--- config.mk ---
export PLATFORM = sky130hd
export DESIGN_NAME = operand_serializer
export DESIGN_NICKNAME = d
export VERILOG_FILES = /design/src/rtl/operand_serializer.sv
export SDC_FILE = /design/constraint.sdc
export NUM_CORES = 1
export LEC_CHECK = 0
export ABC_AREA = 1
export CAP_MARGIN = 10
export CORE_MARGIN = 2
export CORE_UTILIZATION = 40
export DETAILED_ROUTE_END_ITERATION = 8
export HOLD_SLACK_MARGIN = 0.05
export PLACE_DENSITY = 0.76
export SLEW_MARGIN = 20
export SYNTH_ARGS = -nofsm -noshare
export SYNTH_HDL_FRONTEND = slang
export SYNTH_SLANG_ARGS = --single-unit
--- constraint.sdc ---
create_clock -name CLK -period 1.9 [get_ports CLK]
set_input_delay 0.38 -clock CLK [delete_from_list [all_inputs] [get_ports CLK]]
set_output_delay 0.38 -clock CLK [all_outputs]
set_load 0.01 [all_outputs]
--- src/rtl/operand_serializer.sv ---
// Parallel-to-serial operand feeder for the bit-serial adder: captures A/B/carry on a
// valid/ready handshake and streams them LSB first. Optional build macro: CARRY_FB_EN.
module operand_serializer #(
    parameter int WIDTH = 8
) (
    input  logic             CLK,
    input  logic             NRST,
    input  logic             in_valid,
    output logic             in_ready,
    input  logic [WIDTH-1:0] op_a,
    input  logic [WIDTH-1:0] op_b,
    input  logic             cin_init,
    input  logic             abort,
    input  logic             cout_fb,
    output logic             start,
    output logic             A,
    output logic             B,
    output logic             CIN,
    output logic             busy,
    output logic             done
);

    localparam int CW = (WIDTH > 1) ? $clog2(WIDTH) : 1;

    typedef enum logic [1:0] {
        IDLE  = 2'd0,
        START = 2'd1,
        SHIFT = 2'd2,
        DONE  = 2'd3
    } state_t;

    state_t           state;
    state_t           state_next;
    logic [WIDTH-1:0] sr_a;
    logic [WIDTH-1:0] sr_b;
    logic [CW-1:0]    cnt;
    logic             capture;
    logic             advance;
    logic             finish;
    logic             carry_next;

`ifdef CARRY_FB_EN
    assign carry_next = cout_fb;
`else
    logic unused_cout_fb;
    assign unused_cout_fb = cout_fb;
    assign carry_next     = 1'b0;
`endif

    always_ff @(posedge CLK or negedge NRST) begin
        if (!NRST) begin
            state <= IDLE;
        end else begin
            state <= state_next;
        end
    end

    // cnt holds the number of bits still to be presented after the current one
    always_comb begin
        state_next = state;
        capture    = 1'b0;
        advance    = 1'b0;
        finish     = 1'b0;
        if (abort) begin
            state_next = IDLE;
        end else begin
            case (state)
                IDLE: begin
                    if (in_valid) begin
                        capture    = 1'b1;
                        state_next = START;
                    end
                end
                START, SHIFT: begin
                    if (cnt == '0) begin
                        finish     = 1'b1;
                        state_next = DONE;
                    end else begin
                        advance    = 1'b1;
                        state_next = SHIFT;
                    end
                end
                DONE:    state_next = IDLE;
                default: state_next = IDLE;
            endcase
        end
    end

    assign in_ready = (state == IDLE);
    assign busy     = (state == START) || (state == SHIFT);

    // Bit 0 is loaded straight into the output flops at capture, so the shift
    // registers keep only the remaining upper bits.
    always_ff @(posedge CLK or negedge NRST) begin
        if (!NRST) begin
            sr_a  <= '0;
            sr_b  <= '0;
            cnt   <= '0;
            start <= 1'b0;
            A     <= 1'b0;
            B     <= 1'b0;
            CIN   <= 1'b0;
            done  <= 1'b0;
        end else begin
            start <= 1'b0;
            done  <= 1'b0;
            if (abort) begin
                sr_a <= '0;
                sr_b <= '0;
                cnt  <= '0;
                A    <= 1'b0;
                B    <= 1'b0;
                CIN  <= 1'b0;
            end else if (capture) begin
                sr_a  <= op_a >> 1;
                sr_b  <= op_b >> 1;
                cnt   <= CW'(WIDTH - 1);
                A     <= op_a[0];
                B     <= op_b[0];
                CIN   <= cin_init;
                start <= 1'b1;
            end else if (advance) begin
                sr_a <= sr_a >> 1;
                sr_b <= sr_b >> 1;
                cnt  <= cnt - 1'b1;
                A    <= sr_a[0];
                B    <= sr_b[0];
                CIN  <= carry_next;
            end else if (finish) begin
                A    <= 1'b0;
                B    <= 1'b0;
                CIN  <= 1'b0;
                done <= 1'b1;
            end
        end
    end

endmodule

# After elaboration in Yosys (flattened, before gate mapping)
# Cells that the tools add are included.
[totals] regBits=26 output_inout_bits=7 wordCells=58
[classes] add_sub_neg=1 eq_ne=4 mux=38 reduce_logical=6
[ops] op="$mux 8" count=6
[ops] op="$mux 1" count=26
[ops] op="$mux 3" count=3
[ops] op="$pmux 2 s3" count=1
[ops] op="$eq 2x2->1 const B" count=2
[ops] op="$mux 2" count=2
[ops] op="$reduce_bool 4->1" count=1
[ops] op="$logic_not 3->1" count=1
[ops] op="$ne 3x2->1 const B" count=1
[ops] op="$reduce_bool 3->1" count=1
[ops] op="$sub 3x1->3 const B" count=1
[ops] op="$eq 2x1->1 const B" count=1
[ops] op="$logic_not 2->1" count=1
[ops] op="$reduce_or 2->1" count=1
[ops] op="$logic_or 1x1->1" count=1

# Longest topological paths before layout
# Gate-level depths: netlist of the first run.
[logic_depth] depth_word=8 ltp_mapped=9 ltp_nobuf=8

# Worst setup path after synthesis of the first run
# No wires, ideal clock.
[synth_path] path_kind="register to register" start="reg state[0]" end="reg cnt[2]" setup_ns=0.117 arrival_ns=1.292 slack_ns=0.490 path_stages_with_launch=9 path_buffers=1 period_less_slack_ns=1.410 cell_sequence="dfrtp_1 > inv_1 > ha_1 > a21oi_4 > nand2_4 > inv_2 > buf_4 > nand2_1 > nand2_1"
[synth_between] elab_chain_len=5 word_cells_on_any_way=11
[synth_lines] element="start: declaration" line_no="32" text="state_t state;"
[synth_lines] element="start signal: assignment" line_no="54" text="state <= state_next;"
[synth_lines] element="$logic_not 2->1 *"
[synth_lines] element="named net in_ready" line_no="9" text="output logic in_ready,"
[synth_lines] element="$mux 1 *" line_no="67" text="case (state)"
[synth_lines] element="$mux 1 *" line_no="64" text="if (abort) begin"
[synth_lines] element="$mux 3" line_no="114" text="end else if (capture) begin"
[synth_lines] element="$mux 3" line_no="107" text="if (abort) begin"
[synth_lines] element="end signal: assignment" line_no="117" text="cnt <= CW'(WIDTH - 1);"
[synth_lines] element="end signal: assignment" line_no="125" text="cnt <= cnt - 1'b1;"
[synth_lines] element="end: declaration" line_no="36" text="logic [CW-1:0] cnt;"
# Mark *: on every way through the listed nets, which the timed path passes. The rest lies on a longest branch.
# A chain may end at the register's enable or synchronous reset.

# Worst setup path in the final report of the first run
[layout_path] start="reg state[0]" end="out busy"
[layout_between] elab_chain_len=2 word_cells_on_any_way=3
[layout_lines] element="$eq 2x1->1 or $eq 2x2->1 (tied branches)" line_no="90" text="assign busy = (state == START) || (state == SHIFT);"
[layout_lines] element="$logic_or 1x1->1 *" line_no="90"
[layout_lines] element="end: declaration" line_no="19" text="output logic busy,"
# Mark *: on every way between the ends. The rest lies on a longest branch, timed or not.

==> flow_summary.yaml, run 1 <==
worst_setup_path:
  worstPathRequired_ps: 1520
  crit_path_end_kind: "primary output"
  crit_slowest_cell: "dfrtp_1"
  crit_type: "flop to primary output"
  slowest_delay_ps: 380
  cp_max_fo: 4
  crit_family: "flip-flops"
  critPathLaunchType: "flop"
  worst-path-buf-inv: 2
  arrival_ps: 1400
  cp_cell_sequence: "inv_1 -> ha_1 -> dlygate4sd2_1"
clock_network:
  clkTransAtPathRegs_ps: 130
  root_buffer: "clkbuf_4"
  h-tree-depth: 1
  clk_latency_ps: 320
  clock_sinks: 24
  post-cts-setup-buffers: 0
  cts_tree: "built"
  cts_buffers: 3
  clock_path_buffers: 2
  ctsHoldBuffers: 0
sta:
  hold-worst-slack_ps: 404
  grt_setup_unrepaired: "false"
  setup_viol: 0
  fin_crit_sh_pct: 93.9
  fin_ws_ps: 116
  tns_ps: 0
  hold_viol: 0
  max_freq_ghz: 0.561
  slew_headroom_pct: 69.0
  skew_ps: 1.19
  max_slew.worst_pin.slew_ps: 465
  fin_crit_ps: 1780
  maxSlewViolCount: 0
detailed_routing:
  viasPerCell: 4.75
  wire_per_inst_um: 10.8
  drc: 0
  ant_nets: 0
  drt_first_pass_iters: 4
  drtIter0Drc: 37
  vias: 1065
  routed_wl_mm: 2.42
global_routing:
  grt_pass1_wl_mm: 4.30
  grt.total_usage_pct: 15.9
  antenna_found_initial: 0
  grt_pass1_vias: 1029
  grt_overflow_total: 0
  grt_max_degree: 25
layout:
  areaGrowthSynthToFinish_pct: 28.7
  drive_gt1_share_pct: 7.33
  final_core_util_pct: 53.7
  antenna_cells: 0
  finalNetCount: 218
  fin_cells: 224
pwr:
  p_leak_nw: 0.872
  power_density_mw_per_mm2: 1200
  ir_worst_vdd_v: 0.000357
floorplanning:
  die_w_um: 60.0
  row_count: 20
  start_util_pct: 41.7
  io_pins: 29
  die_area_mm2: 0.00359
  core_mm2: 0.00300
  die_h_um: 60.0
synth:
  synth_flop_cell: "dfrtp_1"
  syn_nets: 187
  syn_area_per_cell_um2: 7.78
  synth-async-reset-ratio_pct: 100
  synthXorXnorAreaFrac_pct: 0
  synth_edf_count: 0
  yosysTopAreaCell: "dfrtp_1"
  yosysSeqAreaShare_pct: 48.0
  muxShareOfSynthArea_pct: 0
  synth_top_family_by_area: "simple AND/OR/NAND/NOR gates"
  synthAdderAreaFrac_pct: 4.00
  synth-simple-area-share_pct: 37.8
  ys_seq_elements: 24
  synth_compound_area_share_pct: 4.10
  post-synth-top-area-fraction_pct: 48.0
  ys_types: 16
  ys_warn_count: 0
  yosysMostFrequentCell: "nand2_1"
  yosys-top-cells-count: "nand2_1 (82), dfrtp_1 (24), nand3_1 (22)"
  syn_inst: 161
  synth_area_leaders: "dfrtp_1 (48%), nand2_1 (25%), nand3_1 (8.8%)"
  synth_area_mm2: 0.00125
worst_hold_path:
  min_path_type: "input pin to asynchronous set/reset pin"
placed_design:
  dp_cells: 220
  pre_cts_ws_ps: 81.7
  gp_congestion: 0.781
  hpwlAfterDp_mm: 1.71
  portBuffers: 27
job:
  drv_cap: 0
outcome:
  run_status: "finished clean"
-- area by class of cell --
type	count	area (um2)
Clock buffer	3	22.5
Clock inverter	1	30.0
Sequential cell	24	601
Multi-Input combinational cell	122	574
Timing Repair Buffer	32	309
Tap cell	33	41.3
Inverter	9	33.8
Fill cell	290	1390
-- layer usage --
layer  vias up  global-route usage, %  share of wire (%)
li1        563                      -                  -
met1       476                   19.8                 48
met2        24                   27.8                 47
met3         2                   2.81                4.5
met5         -                      0                  0
met4         0                   4.76               0.87
-- worst reg2reg max path, delay by kind of cell, from the launching register on --
kind / cells / cell delay, ps
adder cells (fa/ha/maj): 1 / 200
buffers and inverters: 3 / 440
flip-flops: 1 / 380
AND/OR/NAND/NOR: 3 / 280
AO/OA/AOI/OAI: 1 / 210
-- cell families after synthesis --
| kind of cell | Yosys count |
|---|---|
| AO/OA/AOI/OAI | 8 |
| AND/OR/NAND/NOR | 110 |
| adder cells (fa/ha/maj) | 4 |
| flip-flops | 24 |
| buffers and inverters | 15 |
-- path summary, 6_finish.rpt --
| path | start | to | slack (ps) | cells after the start |
|---|---|---|---|---|
| setup / recovery | state[0] | busy | 120 | 3 |
| hold / removal | NRST | start | 400 | 2 |
| setup reg to reg | state[0] | sr_b[3] | 340 | 8 |
| hold reg to reg | sr_a[0] | A | 490 | 2 |
| max in group asynchronous | NRST | cnt[0] | 1270 | 2 |
| min in group CLK | sr_a[0] | A | 490 | 2 |
-- timing repair --
item                       CTS  global route
resized for setup            1             1
setup endpoints to repair    1             1
hold endpoints to repair     0             0
-- power by group --
part / internal [mW] / total [mW] / switching [mW]
sequential: 0.665 / 0.742 / 0.0767
clock: 0.213 / 0.370 / 0.157
combinational: 0.329 / 0.815 / 0.486
-- sequential cells by signal, indices dropped and copies added, names as in the netlist --
signal and flops:
start 1, CIN 1, done 1, B 1, sr_b 7, A 1
state 2, cnt 3, sr_a 7
-- layout by cell type, fill, tap and decap left out --
cell type / instances
a21oi_4: 1
a21oi_1: 3
buf_4: 5
nor2_1: 2
dlygate4sd2_1: 1
dfrtp_1: 24
nand2_1: 82
nor2_8: 1
o21ai_0: 4
inv_1: 8
clkdlybuf4s50_1: 25
ha_1: 4
nand2_4: 2
nand3_1: 22
clkbuf_4: 3
inv_2: 1
bufinv_16: 1
dlymetal6s2s_1: 1
nor3_1: 1
-- metrics by stage --
stage | instance area [um2] | total power [mW]
after floorplan | 1250 | 1.31
after global placement | 1560 | 1.57
after detailed placement | 1560 | 1.59
after CTS | 1610 | 1.95
after global routing | 1610 | 2.10
final | 1610 | 1.93
Power figures use the tool's default switching activity.
==> run 2: changes to the inputs <==
--- a/config.mk
+++ b/config.mk
@@ -5,7 +5,7 @@
 export SDC_FILE = /design/constraint.sdc
 export NUM_CORES = 1
 export LEC_CHECK = 0
-export ABC_AREA = 1
+export ABC_AREA = 0
 export CAP_MARGIN = 10
 export CORE_MARGIN = 2
 export CORE_UTILIZATION = 40
==> run 2 against run 1 <==
Effect of this change: area after synthesis rose by 4.0%; register-to-register slack got worse by 140 ps; cell count fell by 8.9%; core utilization barely moved; sequential share of layout area fell by 0.93 points; clock power rose by 2%; synthesized cell count fell by 18%; total power rose by 37%; global-route usage rose by 2.2 points; first-iteration DRC count fell by 24%; clock skew rose by 16 ps; sequential power rose by 5.5%; critical path type unchanged.
==> flow_summary.yaml, run 2 <==
synth:
  synth_area_leaders: "dfrtp_1 (46%), a311oi_1 (7.4%), nor2_1 (5.5%)"
  yosysSeqAreaShare_pct: 46.1
  syn_inst: 132
  syn_nets: 158
  synthAdderAreaFrac_pct: 3.84
  yosysTopAreaCell: "dfrtp_1"
  syn_area_per_cell_um2: 9.87
  ys_types: 28
  synth-async-reset-ratio_pct: 100
  ys_seq_elements: 24
  yosys-top-cells-count: "dfrtp_1 (24), nor2_1 (19), a311oi_1 (11)"
  synth_compound_area_share_pct: 21.5
  synthXorXnorAreaFrac_pct: 0
  synth_flop_cell: "dfrtp_1"
  synth_edf_count: 0
  synth_top_family_by_area: "compound AO/OA/AOI/OAI gates"
  yosysMostFrequentCell: "dfrtp_1"
  muxShareOfSynthArea_pct: 1.54
  synth_area_mm2: 0.00130
  synth-simple-area-share_pct: 18.2
  post-synth-top-area-fraction_pct: 46.1
  ys_warn_count: 0
sta:
  grt_setup_unrepaired: "false"
  fin_crit_sh_pct: 90.1
  max_slew.worst_pin.slew_ps: 347
  skew_ps: 17.5
  setup_viol: 0
  tns_ps: 0
  fin_crit_ps: 1710
  slew_headroom_pct: 76.9
  maxSlewViolCount: 0
  hold_viol: 0
  max_freq_ghz: 0.584
clock_network:
  root_buffer: "clkbuf_4"
  cts_buffers: 3
  clock_path_buffers: 2
  h-tree-depth: 1
  clk_latency_ps: 330
  cts_tree: "built"
  clock_sinks: 24
  clkTransAtPathRegs_ps: 150
global_routing:
  grt_max_degree: 25
  grt-busiest-layer: "met2"
  grt.met1_usage_pct: 24.2
  grt_pass1_vias: 1159
  grt.total_usage_pct: 18.1
  grt_pass1_wl_mm: 5.18
  grt_overflow_total: 0
  use_met2_pct: 31.5
  antenna_found_initial: 0
  use_met3_pct: 4.20
layout:
  finalNetCount: 187
  largestRegisters: "sr_a x7, sr_b x7, cnt x3"
  drive_gt1_share_pct: 13.8
  most-common-layout-cells: "clkdlybuf4s50_1 (25), dfrtp_1 (24), nor2_1 (19)"
  final_common_cell: "clkdlybuf4s50_1"
  fin_cells: 204
  final_core_util_pct: 53.7
  nFillCells: 298
  areaGrowthSynthToFinish_pct: 26.9
  antenna_cells: 0
detailed_routing:
  ant_nets: 0
  drc: 0
  routed_wl_mm: 2.93
  viasPerCell: 5.35
  drtIter0Drc: 28
  vias: 1092
  drt_first_pass_iters: 4
  wire_per_inst_um: 14.4
worst_setup_path:
  rr_endpoint: "A"
  crit_path_end_kind: "primary output"
  cp_cell_sequence: "inv_1 -> ha_1 -> dlygate4sd2_1"
  crit_type: "flop to primary output"
  critPathLaunchType: "flop"
  arrival_ps: 1330
  worstPathRequired_ps: 1520
  crit_slowest_cell: "dfrtp_1"
  slowest_delay_ps: 370
  regToRegStartpoint: "cnt[0]"
  r2r_slack_ps: 200
  worstRegToRegCells: 6
  cp_max_fo: 3
floorplanning:
  start_util_pct: 42.3
  row_count: 20
  die_area_mm2: 0.00373
  die_w_um: 61.1
  core_mm2: 0.00308
  die_h_um: 61.1
  io_pins: 29
placed_design:
  dp_cells: 198
  gp_congestion: 0.813
  portBuffers: 27
  hpwlAfterDp_mm: 1.99
pwr:
  ir_worst_vdd_v: 0.000876
  power_density_mw_per_mm2: 1600
  p_leak_nw: 0.686
  p_total_mw: 2.64
outcome:
  run_status: "finished clean"
job:
  drv_cap: 0
worst_hold_path:
  min_path_type: "input pin to asynchronous set/reset pin"
run 2: timing repair:
item / in CTS / in global routing
setup endpoints to repair: 2 / 1
setup buffers: 2 / 0
hold buffers: 0 / 0
endpoints found under the hold margin: 0 / 0
gates resized for setup: 1 / 1
run 2: power by group:
part / internal (mW) / leakage (nW) / total [mW] / switching (mW)
Sequential: 0.689 / 0.317 / 0.783 / 0.0947
Clock: 0.214 / 0.0279 / 0.378 / 0.164
Combinational: 0.607 / 0.342 / 1.48 / 0.870
Total: 1.51 / 0.686 / 2.64 / 1.13
run 2: how the worst max path moves through the flow:
| stage | start | to | slack (ps) | cells past startpoint |
|---|---|---|---|---|
| 2_1_floorplan | state[0] | sr_a[1] | 390 | 6 |
| 3_3_place_gp | in_valid | sr_b[4] | 150 | 4 |
| 3_5_place_dp | in_valid | sr_b[4] | 90 | 4 |
| 4_1_cts | state[0] | in_ready | 4 | 3 |
| 5_1_grt | cnt[0] | sr_a[0] | 50 | 6 |
| 6_report | state[0] | busy | 190 | 3 |
run 2: final cells by class:
cell class	instances	area, um2	share of cell area (%)
Timing Repair Buffer	36	339	20.5
Clock inverter	1	30.0	1.82
Tap cell	44	55.1	3.33
Multi-Input combinational cell	91	587	35.5
Inverter	5	18.8	1.14
Clock buffer	3	22.5	1.36
Sequential cell	24	601	36.3
run 2: cell families after synthesis:
family,after synthesis
AO/OA/AOI/OAI,36
adder cells (fa/ha/maj),4
buffers and inverters,17
flip-flops,24
multiplexers,2
AND/OR/NAND/NOR,49
run 2: stage by stage:
| step | setup slack (ps) | cell area (um2) | hold WS, ps |
|---|---|---|---|
| 2_1_floorplan | 393 | 1300 | 84.4 |
| 3_3_place_gp | 146 | 1580 | 532 |
| 3_5_place_dp | 85.9 | 1580 | 539 |
| 4_1_cts | 3.92 | 1650 | 399 |
| 5_1_grt | 50.3 | 1650 | 401 |
| 6_report | 188 | 1650 | 385 |
run 2: critical path, delay by kind of cell (launching register included):
| family | cells | cell delay, ps |
|---|---|---|
| flops | 1 | 370 |
| fa+ha+maj | 1 | 310 |
| buf+inv | 2 | 340 |
run 2: per-layer routing:
metal  wire (um)  share of wire, %  up-vias
li1            -                 -      532
met1        1390                48      539
met2        1420                49       21
met3         111               3.8        0
met4           0                 0        0
met5           0                 0        -
==> run 3: changes to the inputs <==
--- a/config.mk
+++ b/config.mk
@@ -7,11 +7,14 @@
 export LEC_CHECK = 0
 export ABC_AREA = 0
 export CAP_MARGIN = 10
+export CELL_PAD_IN_SITES_DETAIL_PLACEMENT = 0
+export CELL_PAD_IN_SITES_GLOBAL_PLACEMENT = 2
 export CORE_MARGIN = 2
-export CORE_UTILIZATION = 40
+export CORE_UTILIZATION = 30
 export DETAILED_ROUTE_END_ITERATION = 8
 export HOLD_SLACK_MARGIN = 0.05
-export PLACE_DENSITY = 0.76
+export PLACE_DENSITY = 0.87
+export SKIP_CTS_REPAIR_TIMING = 1
 export SLEW_MARGIN = 20
 export SYNTH_ARGS = -nofsm -noshare
 export SYNTH_HDL_FRONTEND = slang
==> run 3 against run 2 <==
Effect of this change: total power up 0.38%; combinational power up 5%; count of clock-buffer cells in the layout unchanged; critical endpoint is now sr_a[1].
==> flow_summary.yaml, run 3 (synthesis results as in run 2) <==
global_routing:
  grt_pass1_vias: 1122
  grt.total_usage_pct: 13.3
  grt_max_degree: 25
  grt_overflow_total: 0
  grt_pass1_wl_mm: 5.33
  antenna_found_initial: 0
detailed_routing:
  wire_per_inst_um: 14.9
  drtIter0Drc: 36
  vias: 1085
  routed_wl_mm: 3.16
  viasPerCell: 5.12
  drc: 0
  ant_nets: 0
  drt_first_pass_iters: 4
layout:
  fin_cells: 212
  areaGrowthSynthToFinish_pct: 28.6
  final_common_cell: "clkdlybuf4s50_1"
  finalNetCount: 190
  most-common-layout-cells: "clkdlybuf4s50_1 (25), dfrtp_1 (24), nor2_1 (19)"
  drive_gt1_share_pct: 14.8
  largestRegisters: "sr_a x7, sr_b x7, cnt x3"
  final_core_util_pct: 41.0
  stdcell_area_mm2: 0.00168
  antenna_cells: 0
sta:
  hold_viol: 0
  tns_ps: 0
  setup_viol: 0
  max_slew.worst_pin.slew_ps: 347
  grt_setup_unrepaired: "false"
  fin_crit_sh_pct: 89.7
  fin_crit_ps: 1700
  skew_ps: 5.45
  slew_headroom_pct: 76.9
  max_freq_ghz: 0.587
  maxSlewViolCount: 0
job:
  drv_cap: 0
outcome:
  run_status: "finished clean"
pwr:
  ir_worst_vdd_v: 0.000503
  p_sw_mw: 1.15
  clockPowerShare_pct: 11.3
  p_total_mw: 2.65
  power_density_mw_per_mm2: 1580
  seqPwrFrac_pct: 30.0
  p_leak_nw: 0.705
  switching_share_pct: 43.2
  internal_power_mw: 1.50
  p_comb_share_pct: 58.7
clock_network:
  h-tree-depth: 1
  clk_latency_ps: 260
  cts_buffers: 3
  cts_tree: "built"
  clkTransAtPathRegs_ps: 90
  clock_path_buffers: 2
  clock_sinks: 24
  root_buffer: "clkbuf_8"
floorplanning:
  row_count: 23
  io_pins: 29
  die_h_um: 69.9
  core_mm2: 0.00409
  die_w_um: 69.9
  start_util_pct: 31.9
  die_area_mm2: 0.00488
placed_design:
  placed_area_mm2: 0.00161
  hpwlAfterDp_mm: 2.18
  dp_cells: 207
  gp_congestion: 0.812
  portBuffers: 27
worst_setup_path:
  worstPathRequired_ps: 2060
  cp_max_fo: 9
  crit_type: "flop to flop"
  arrival_ps: 1870
  crit_path_end_kind: "flop"
  worstRegToRegCells: 6
  critPathLaunchType: "flop"
worst_hold_path:
  min_path_type: "input pin to asynchronous set/reset pin"
==> run 3: power by group through the flow <==
stage | clock [mW] | sequential [mW] | combinational, mW
after floorplan | 0 | 0.787 | 1.16
after global placement | 0 | 0.795 | 1.51
after detailed placement | 0 | 0.803 | 1.53
after CTS | 0.309 | 0.794 | 1.54
after global routing | 0.331 | 0.813 | 1.71
final | 0.299 | 0.795 | 1.55
==> run 3: metal layers <==
metal  share of wire (%)  up-vias  global-route usage, %  wire, um
met3                 3.3        4                   3.03       105
met5                   0        -                      0         0
met2                  45       21                   21.0      1410
met4                 1.3        0                   4.06        41
met1                  51      521                   18.2      1600
li1                    -      539                      -         -
==> run 3: layout make-up <==
class,instances,area (um2)
tap,50,62.6
fill,433,2410
timing repair buffer,39,365
sequential,24,601
clock buffer,3,41.3
multi-input combinational,91,587
inverter,5,18.8
==> run 3: worst max-delay path, stage by stage (launching register included) <==
cell and delay (ps):
dfrtp_1 390, inv_1 60, ha_1 340, inv_1 250, buf_4 220, o21ai_1 80, a311oi_1 270
==> run 3: final timing paths <==
path | from | to | slack (ps)
worst max-delay path | state[0] | sr_a[1] | 200
max in group asynchronous | NRST | sr_a[4] | 1180
worst min-delay path | NRST | CIN | 470
worst min register to register | CIN | CIN | 550
worst max register to register | state[0] | sr_a[1] | 200
min in group CLK | CIN | CIN | 550
==> run 3: through the flow <==
stage	hold WS (ps)	setup WS, ps
2_1_floorplan	84.4	393
3_3_place_gp	532	177
3_5_place_dp	544	180
5_1_grt	519	70.8
6_report	474	196
4_1_cts	484	-85.4
